**config.mk**
```make
export PLATFORM = sky130hd
export DESIGN_NAME = axi_slave_port_scheduler_flat
export DESIGN_NICKNAME = d
export VERILOG_FILES = /design/src/rtl/axi_slave_port_scheduler_if.sv /design/src/rtl/axi_slave_port_scheduler.sv /design/src/flat_wrapper.sv
export SDC_FILE = /design/constraint.sdc
export NUM_CORES = 1
export LEC_CHECK = 0
export ABC_AREA = 1
export BUFFER_PORTS_ARGS = -buffer_cell sky130_fd_sc_hd__buf_4
export CAP_MARGIN = 5
export CORE_ASPECT_RATIO = 0.75
export CORE_MARGIN = 2
export CORE_UTILIZATION = 40
export DETAILED_ROUTE_END_ITERATION = 10
export PLACE_DENSITY = 0.68
export SETUP_SLACK_MARGIN = 0.3
export SLEW_MARGIN = 20
export SYNTH_ARGS = -nofsm -noshare
export SYNTH_HDL_FRONTEND = slang
export SYNTH_SLANG_ARGS = --single-unit
```
**constraint.sdc**
```tcl
create_clock -name clk -period 6 [get_ports clk]
set_input_delay 0.3 -clock clk [delete_from_list [all_inputs] [get_ports clk]]
set_output_delay 0.3 -clock clk [all_outputs]
set_load 0.03 [all_outputs]
```
**src/rtl/axi_slave_port_scheduler_if.sv**
```systemverilog
// Bundle of the per-slave scheduling signals: master requests, the muxed
// AXI handshakes seen at the slave, and the resulting grants.
//   slave modport  : used by the scheduler (requests/handshakes in, grants out)
//   master modport : used by whatever drives requests and handshakes
interface axi_slave_port_scheduler_if #(
  parameter int NUM_M     = 3,
  parameter int MIDX_BITS = 2
);
  logic [NUM_M-1:0]     rd_req;
  logic [NUM_M-1:0]     wr_req;
  logic                 arvalid_s, arready_s;
  logic                 awvalid_s, awready_s;
  logic                 wvalid_s, wready_s, wlast_s;
  logic                 rvalid_s, rready_s, rlast_s;
  logic                 bvalid_s, bready_s;
  logic [NUM_M-1:0]     rd_gnt;
  logic [NUM_M-1:0]     wr_gnt;
  logic [MIDX_BITS-1:0] rd_idx;
  logic [MIDX_BITS-1:0] wr_idx;
  logic                 busy;
  logic                 timeout_err;

  modport slave (
    input  rd_req, wr_req,
    input  arvalid_s, arready_s, awvalid_s, awready_s,
    input  wvalid_s, wready_s, wlast_s,
    input  rvalid_s, rready_s, rlast_s,
    input  bvalid_s, bready_s,
    output rd_gnt, wr_gnt, rd_idx, wr_idx, busy, timeout_err
  );

  modport master (
    output rd_req, wr_req,
    output arvalid_s, arready_s, awvalid_s, awready_s,
    output wvalid_s, wready_s, wlast_s,
    output rvalid_s, rready_s, rlast_s,
    output bvalid_s, bready_s,
    input  rd_gnt, wr_gnt, rd_idx, wr_idx, busy, timeout_err
  );
endinterface

```
**src/rtl/axi_slave_port_scheduler.sv**
```systemverilog
// Per-slave transaction scheduler: grants a single read or write transaction
// at a time to one of NUM_M masters, round-robin within each direction and
// alternating direction under contention. A watchdog releases a hung port.
// Ports:
//   clk  - clock
//   rst  - asynchronous active-low reset
//   bus  - request/handshake inputs and registered grant outputs (slave modport)
//
// state   | meaning
// --------+------------------------------------------------
// IDLE    | no owner; arbitrate pending requests
// RD_ADDR | read granted, waiting for AR handshake
// RD_DATA | read data phase, waiting for last R beat
// WR_ADDR | write granted, waiting for AW (W may finish first)
// WR_DATA | AW done, waiting for last W beat
// WR_RESP | write data done, waiting for B handshake
module axi_slave_port_scheduler #(
  parameter int NUM_M     = 3,
  parameter int MIDX_BITS = 2,
  parameter int TIMEOUT   = 256
) (
  input logic clk,
  input logic rst,
  axi_slave_port_scheduler_if.slave bus
);

  localparam int WD = (TIMEOUT > 0) ? $clog2(TIMEOUT + 1) : 1;
  localparam logic DIR_RD = 1'b0;
  localparam logic DIR_WR = 1'b1;

  typedef enum logic [2:0] {IDLE, RD_ADDR, RD_DATA, WR_ADDR, WR_DATA, WR_RESP} state_t;

  state_t               state_q, state_d;
  logic [NUM_M-1:0]     rd_gnt_q, rd_gnt_d, wr_gnt_q, wr_gnt_d;
  logic [MIDX_BITS-1:0] rd_idx_q, rd_idx_d, wr_idx_q, wr_idx_d;
  logic [MIDX_BITS-1:0] rd_ptr_q, rd_ptr_d, wr_ptr_q, wr_ptr_d;
  logic                 busy_q, busy_d, tmo_q, tmo_d;
  logic                 last_dir_q, last_dir_d, w_done_q, w_done_d;
  logic [WD-1:0]        wdog_q, wdog_d;

  logic ar_hs, aw_hs, w_hs, wl_hs, r_hs, rl_hs, b_hs, any_hs;
  logic [MIDX_BITS-1:0] rd_sel, wr_sel;

  // First requester strictly after ptr, wrapping; lowest offset wins.
  function automatic logic [MIDX_BITS-1:0] rr_pick(input logic [NUM_M-1:0] req,
                                                   input logic [MIDX_BITS-1:0] ptr);
    logic [MIDX_BITS-1:0] sel;
    int k;
    sel = ptr;
    for (int i = NUM_M; i >= 1; i--) begin
      k = (int'(ptr) + i) % NUM_M;
      if (req[k]) sel = MIDX_BITS'(k);
    end
    return sel;
  endfunction

  assign ar_hs  = bus.arvalid_s & bus.arready_s;
  assign aw_hs  = bus.awvalid_s & bus.awready_s;
  assign w_hs   = bus.wvalid_s & bus.wready_s;
  assign wl_hs  = w_hs & bus.wlast_s;
  assign r_hs   = bus.rvalid_s & bus.rready_s;
  assign rl_hs  = r_hs & bus.rlast_s;
  assign b_hs   = bus.bvalid_s & bus.bready_s;
  assign any_hs = ar_hs | aw_hs | w_hs | r_hs | b_hs;

  assign rd_sel = rr_pick(bus.rd_req, rd_ptr_q);
  assign wr_sel = rr_pick(bus.wr_req, wr_ptr_q);

  always_comb begin
    state_d    = state_q;
    rd_gnt_d   = rd_gnt_q;
    wr_gnt_d   = wr_gnt_q;
    rd_idx_d   = rd_idx_q;
    wr_idx_d   = wr_idx_q;
    rd_ptr_d   = rd_ptr_q;
    wr_ptr_d   = wr_ptr_q;
    last_dir_d = last_dir_q;
    w_done_d   = w_done_q;
    wdog_d     = wdog_q;
    tmo_d      = 1'b0;

    case (state_q)
      IDLE: begin
        // Under contention take the direction not served last time.
        if (|bus.rd_req && (!(|bus.wr_req) || last_dir_q == DIR_WR)) begin
          state_d    = RD_ADDR;
          rd_gnt_d   = NUM_M'(1) << rd_sel;
          rd_idx_d   = rd_sel + MIDX_BITS'(1);
          rd_ptr_d   = rd_sel;
          last_dir_d = DIR_RD;
          wdog_d     = '0;
        end else if (|bus.wr_req) begin
          state_d    = WR_ADDR;
          wr_gnt_d   = NUM_M'(1) << wr_sel;
          wr_idx_d   = wr_sel + MIDX_BITS'(1);
          wr_ptr_d   = wr_sel;
          last_dir_d = DIR_WR;
          wdog_d     = '0;
        end
      end
      RD_ADDR: if (ar_hs) state_d = RD_DATA;
      RD_DATA: if (rl_hs) state_d = IDLE;
      WR_ADDR: begin
        // Write data may complete before the address is accepted.
        if (wl_hs) w_done_d = 1'b1;
        if (aw_hs) state_d = (w_done_q || wl_hs) ? WR_RESP : WR_DATA;
      end
      WR_DATA: if (wl_hs) state_d = WR_RESP;
      WR_RESP: begin
        if (b_hs) begin
          state_d  = IDLE;
          w_done_d = 1'b0;
        end
      end
      default: state_d = IDLE;
    endcase

    if (state_q != IDLE) begin
      if (any_hs) wdog_d = '0;
      else if (wdog_q != '1) wdog_d = wdog_q + WD'(1);
      if (TIMEOUT != 0 && !any_hs && wdog_q == WD'(TIMEOUT - 1)) begin
        state_d  = IDLE;
        w_done_d = 1'b0;
        tmo_d    = 1'b1;
      end
    end

    // Ownership ends on the same edge that returns to IDLE.
    if (state_d == IDLE) begin
      rd_gnt_d = '0;
      wr_gnt_d = '0;
      rd_idx_d = '0;
      wr_idx_d = '0;
    end
    busy_d = (state_d != IDLE);
  end

  always_ff @(posedge clk or negedge rst) begin
    if (!rst) begin
      state_q    <= IDLE;
      rd_gnt_q   <= '0;
      wr_gnt_q   <= '0;
      rd_idx_q   <= '0;
      wr_idx_q   <= '0;
      rd_ptr_q   <= MIDX_BITS'(NUM_M - 1);
      wr_ptr_q   <= MIDX_BITS'(NUM_M - 1);
      busy_q     <= 1'b0;
      tmo_q      <= 1'b0;
      last_dir_q <= DIR_WR;
      w_done_q   <= 1'b0;
      wdog_q     <= '0;
    end else begin
      state_q    <= state_d;
      rd_gnt_q   <= rd_gnt_d;
      wr_gnt_q   <= wr_gnt_d;
      rd_idx_q   <= rd_idx_d;
      wr_idx_q   <= wr_idx_d;
      rd_ptr_q   <= rd_ptr_d;
      wr_ptr_q   <= wr_ptr_d;
      busy_q     <= busy_d;
      tmo_q      <= tmo_d;
      last_dir_q <= last_dir_d;
      w_done_q   <= w_done_d;
      wdog_q     <= wdog_d;
    end
  end

  assign bus.rd_gnt      = rd_gnt_q;
  assign bus.wr_gnt      = wr_gnt_q;
  assign bus.rd_idx      = rd_idx_q;
  assign bus.wr_idx      = wr_idx_q;
  assign bus.busy        = busy_q;
  assign bus.timeout_err = tmo_q;

endmodule

```
**src/flat_wrapper.sv**
```systemverilog
// flat-port wrapper written by rule: the top's interface ports become plain ports
module axi_slave_port_scheduler_flat 
#(
  parameter int NUM_M     = 3,
  parameter int MIDX_BITS = 2,
  parameter int TIMEOUT   = 256
)
  (clk, rst, bus_rd_req, bus_wr_req, bus_arvalid_s, bus_arready_s, bus_awvalid_s, bus_awready_s, bus_wvalid_s, bus_wready_s, bus_wlast_s, bus_rvalid_s, bus_rready_s, bus_rlast_s, bus_bvalid_s, bus_bready_s, bus_rd_gnt, bus_wr_gnt, bus_rd_idx, bus_wr_idx, bus_busy, bus_timeout_err);
  axi_slave_port_scheduler_if #(.NUM_M(NUM_M), .MIDX_BITS(MIDX_BITS)) bus_i ();
  input logic clk;
  input logic rst;
  input wire logic [$bits(bus_i.rd_req)-1:0] bus_rd_req;
  input wire logic [$bits(bus_i.wr_req)-1:0] bus_wr_req;
  input wire logic [$bits(bus_i.arvalid_s)-1:0] bus_arvalid_s;
  input wire logic [$bits(bus_i.arready_s)-1:0] bus_arready_s;
  input wire logic [$bits(bus_i.awvalid_s)-1:0] bus_awvalid_s;
  input wire logic [$bits(bus_i.awready_s)-1:0] bus_awready_s;
  input wire logic [$bits(bus_i.wvalid_s)-1:0] bus_wvalid_s;
  input wire logic [$bits(bus_i.wready_s)-1:0] bus_wready_s;
  input wire logic [$bits(bus_i.wlast_s)-1:0] bus_wlast_s;
  input wire logic [$bits(bus_i.rvalid_s)-1:0] bus_rvalid_s;
  input wire logic [$bits(bus_i.rready_s)-1:0] bus_rready_s;
  input wire logic [$bits(bus_i.rlast_s)-1:0] bus_rlast_s;
  input wire logic [$bits(bus_i.bvalid_s)-1:0] bus_bvalid_s;
  input wire logic [$bits(bus_i.bready_s)-1:0] bus_bready_s;
  output wire logic [$bits(bus_i.rd_gnt)-1:0] bus_rd_gnt;
  output wire logic [$bits(bus_i.wr_gnt)-1:0] bus_wr_gnt;
  output wire logic [$bits(bus_i.rd_idx)-1:0] bus_rd_idx;
  output wire logic [$bits(bus_i.wr_idx)-1:0] bus_wr_idx;
  output wire logic [$bits(bus_i.busy)-1:0] bus_busy;
  output wire logic [$bits(bus_i.timeout_err)-1:0] bus_timeout_err;
  assign bus_i.rd_req = bus_rd_req;
  assign bus_i.wr_req = bus_wr_req;
  assign bus_i.arvalid_s = bus_arvalid_s;
  assign bus_i.arready_s = bus_arready_s;
  assign bus_i.awvalid_s = bus_awvalid_s;
  assign bus_i.awready_s = bus_awready_s;
  assign bus_i.wvalid_s = bus_wvalid_s;
  assign bus_i.wready_s = bus_wready_s;
  assign bus_i.wlast_s = bus_wlast_s;
  assign bus_i.rvalid_s = bus_rvalid_s;
  assign bus_i.rready_s = bus_rready_s;
  assign bus_i.rlast_s = bus_rlast_s;
  assign bus_i.bvalid_s = bus_bvalid_s;
  assign bus_i.bready_s = bus_bready_s;
  assign bus_rd_gnt = bus_i.rd_gnt;
  assign bus_wr_gnt = bus_i.wr_gnt;
  assign bus_rd_idx = bus_i.rd_idx;
  assign bus_wr_idx = bus_i.wr_idx;
  assign bus_busy = bus_i.busy;
  assign bus_timeout_err = bus_i.timeout_err;
  axi_slave_port_scheduler #(.NUM_M(NUM_M), .MIDX_BITS(MIDX_BITS), .TIMEOUT(TIMEOUT)) u_core (.clk(clk), .rst(rst), .bus(bus_i));
endmodule
```
==> flow_summary.toml <==
[run_status]
status = "finished clean"

[timing]
relSlewSlack = 0.725
whs_ps = 481
tightest_slew_ps = 411
setup-tns-final_ps = 0
timing.final.hold_violations = 0
rsz0062_at_grt = "false"
drv_slew = 0
period_share = 0.393
finClkSkew_ps = 8.37
finalCriticalPeriod_ps = 2360
max_freq_mhz = 424
setup_viol = 0

[synth]
synth_edf_count = 0
ys_ff_latch = 30
syn_avg_cell_area_um2 = 7.02
netlist.area_leader.share = 0.328
ys_types = 29
async_flop_share = 1.00
synth_top_cell_by_area = "dfrtp_1"
yosys_warnings = 0
ys_seq_area_frac = 0.367
synth_cells = 293
syn-cell-area_um2 = 2060
ys.flop_type = "dfrtp_1"
synth_area_leaders = "dfrtp_1, nand2_1, inv_1"
synthesis.nets = 326

[power_and_ir_drop]
power.internal_uw = 572
power_mw = 1.10
p_per_area_nw_per_um2 = 451
power_frac_comb = 0.567
power_leakage_nw = 1.38
p_switching_uw = 531
vdd_drop_max_mv = 0.218
sw_frac_of_total = 0.482
p_seq_frac = 0.280
clock_power_share = 0.153

[clocking]
cts_hold_buf = 1
postCtsSetupBuffers = 0
cts_tree = "yes"
cts_resized = 0
clk_pin_slew_worst_paths_ps = 70
clkSinkCount = 30
clk_latency_ps = 280
cts_buffers = 5
clock_path_buffers = 2
htree_levels = 2
cts_root_buffer = "clkbuf_8"

[layout]
drive_gt1_frac = 0.169
nets = 363
n_antenna_cell = 0
syn_to_final_growth_pct = 18.8
instances_no_fill = 391
layout_commonest_cell = "nand2_1"
final_cell_mix = "nand2_1, inv_1, buf_4, dfrtp_1, nand3_1"

[global_route]
grt_pass1_wl_um = 7510
grt_overflow = 0
use_met3 = 0.0499
grt_usage = 0.166
busiest_layer = "met2"
grt_max_degree = 31
use_met2 = 0.243
grt_pass1_vias = 1756
antenna_found_initial = 0
grtUsageMet1 = 0.233

[floorplan]
core_um2 = 4930
dieHeight_um = 66.1
start_util = 0.417
die-width_um = 86.8
rows = 22
pin_count = 32
dieArea_um2 = 5740

[place]
port_buffers = 31
gp_congestion = 0.875
dp_hpwl_um = 3250
place_inst = 382

[routing]
wirelength_um = 4230
drt_iter0_markers = 40
via_per_inst = 4.82
drc = 0
drtAntennaViolNets = 0
via_count = 1886
routedWlPerCell_um = 10.8
first_pass_iters = 4

[job]
cap_violations = 0

[worst_setup_path]
critPathCaptureType = "register"
crit_type = "register to register"
worst_ep_arrival_time_ps = 2530
critPathLaunchType = "register"
worstPathMaxFanout = 11
cp_data_required_time_ps = 6170

[worst_hold_path]
min_path_type = "input port to async pin"
worst paths after layout:
kind / from / slack [ps] / to / cells after the start
setup / recovery: u_core.wdog_q[0]$_DFF_PN0_ / 3640 / u_core.bus.wr_gnt[1]$_DFFE_PN0P_ / 10
hold / removal: rst / 480 / u_core.state_q[0]$_DFF_PN0_ / 2
setup reg to reg: u_core.wdog_q[0]$_DFF_PN0_ / 3640 / u_core.bus.wr_gnt[1]$_DFFE_PN0P_ / 10
hold reg to reg: u_core.wr_ptr_q[1]$_DFFE_PN1P_ / 490 / u_core.wr_ptr_q[1]$_DFFE_PN1P_ / 2
max in group asynchronous: rst / 5200 / u_core.wr_ptr_q[1]$_DFFE_PN1P_ / 2
min in group clk: bus_rd_req[1] / 480 / u_core.rd_ptr_q[0]$_DFFE_PN0P_ / 5
power groups by stage:
| stage | logic, mW | clock network, mW | registers (mW) |
|---|---|---|---|
| 6_report | 0.626 | 0.169 | 0.308 |
| 5_1_grt | 0.732 | 0.183 | 0.316 |
| 4_1_cts | 0.630 | 0.174 | 0.308 |
| 3_5_place_dp | 0.627 | 0 | 0.311 |
| 3_3_place_gp | 0.618 | 0 | 0.309 |
| 2_1_floorplan | 0.471 | 0 | 0.335 |
through the flow:
stage | area [µm²] | setup slack (ps) | utilization
CTS | 2440 | 3600 | 0.496
global placement | 2340 | 3660 | 0.475
floorplan | 2060 | 3940 | -
global route | 2440 | 3300 | 0.496
finish | 2440 | 3640 | 0.496
detailed placement | 2340 | 3600 | 0.475
synth_stat cells, drive strengths merged (3+ instances only):
master   n
a21oi    8
dfrtp   27
dfstp    3
ha      13
inv     57
nand2   93
nand3   28
nand4    6
nor2    17
nor3     8
o21ai   20
routing by layer:
layer / part of all wire / vias up / routed length (µm)
met2: 0.41 / 45 / 1740
met3: 0.050 / 4 / 212
li1: - / 1007 / -
met1: 0.53 / 830 / 2230
met5: 0 / - / 0
met4: 0.013 / 0 / 53
cells by family after synthesis:
kind of cell | share of synthesized area
xor+xnor | 0.00426
fa+ha+maj | 0.0791
buf+inv | 0.115
compound gates | 0.0876
simple gates | 0.347
flops | 0.367
cell type report:
type | count | area, µm²
clock inverter | 1 | 5.00
inverter | 57 | 214
multi-input combinational | 204 | 1070
clock buffer | 7 | 86.3
tap | 60 | 75.1
fill | 487 | 2480
timing repair buffer | 32 | 243
sequential | 30 | 754
sequential cells by signal (all words and copies together) (netlist names):
name,cells
u_core.bus.wr_gnt,3
u_core.last_dir_q,1
u_core.rd_ptr_q,2
u_core.state_q,3
u_core.w_done_q,1
u_core.bus.timeout_err,1
u_core.bus.busy,1
u_core.bus.wr_idx,2
u_core.bus.rd_idx,2
u_core.bus.rd_gnt,3
u_core.wdog_q,9
u_core.wr_ptr_q,2
worst max-delay path, stage by stage, from the launching register on:
cell and delay (ps):
dfrtp_1 390, ha_1 180, nand3_1 110, or2_2 310, nor3_1 230, ha_1 240
inv_1 60, o21ai_0 290, nand3_2 270, nand2_1 120, inv_1 40
Power figures use the tool's default switching activity.
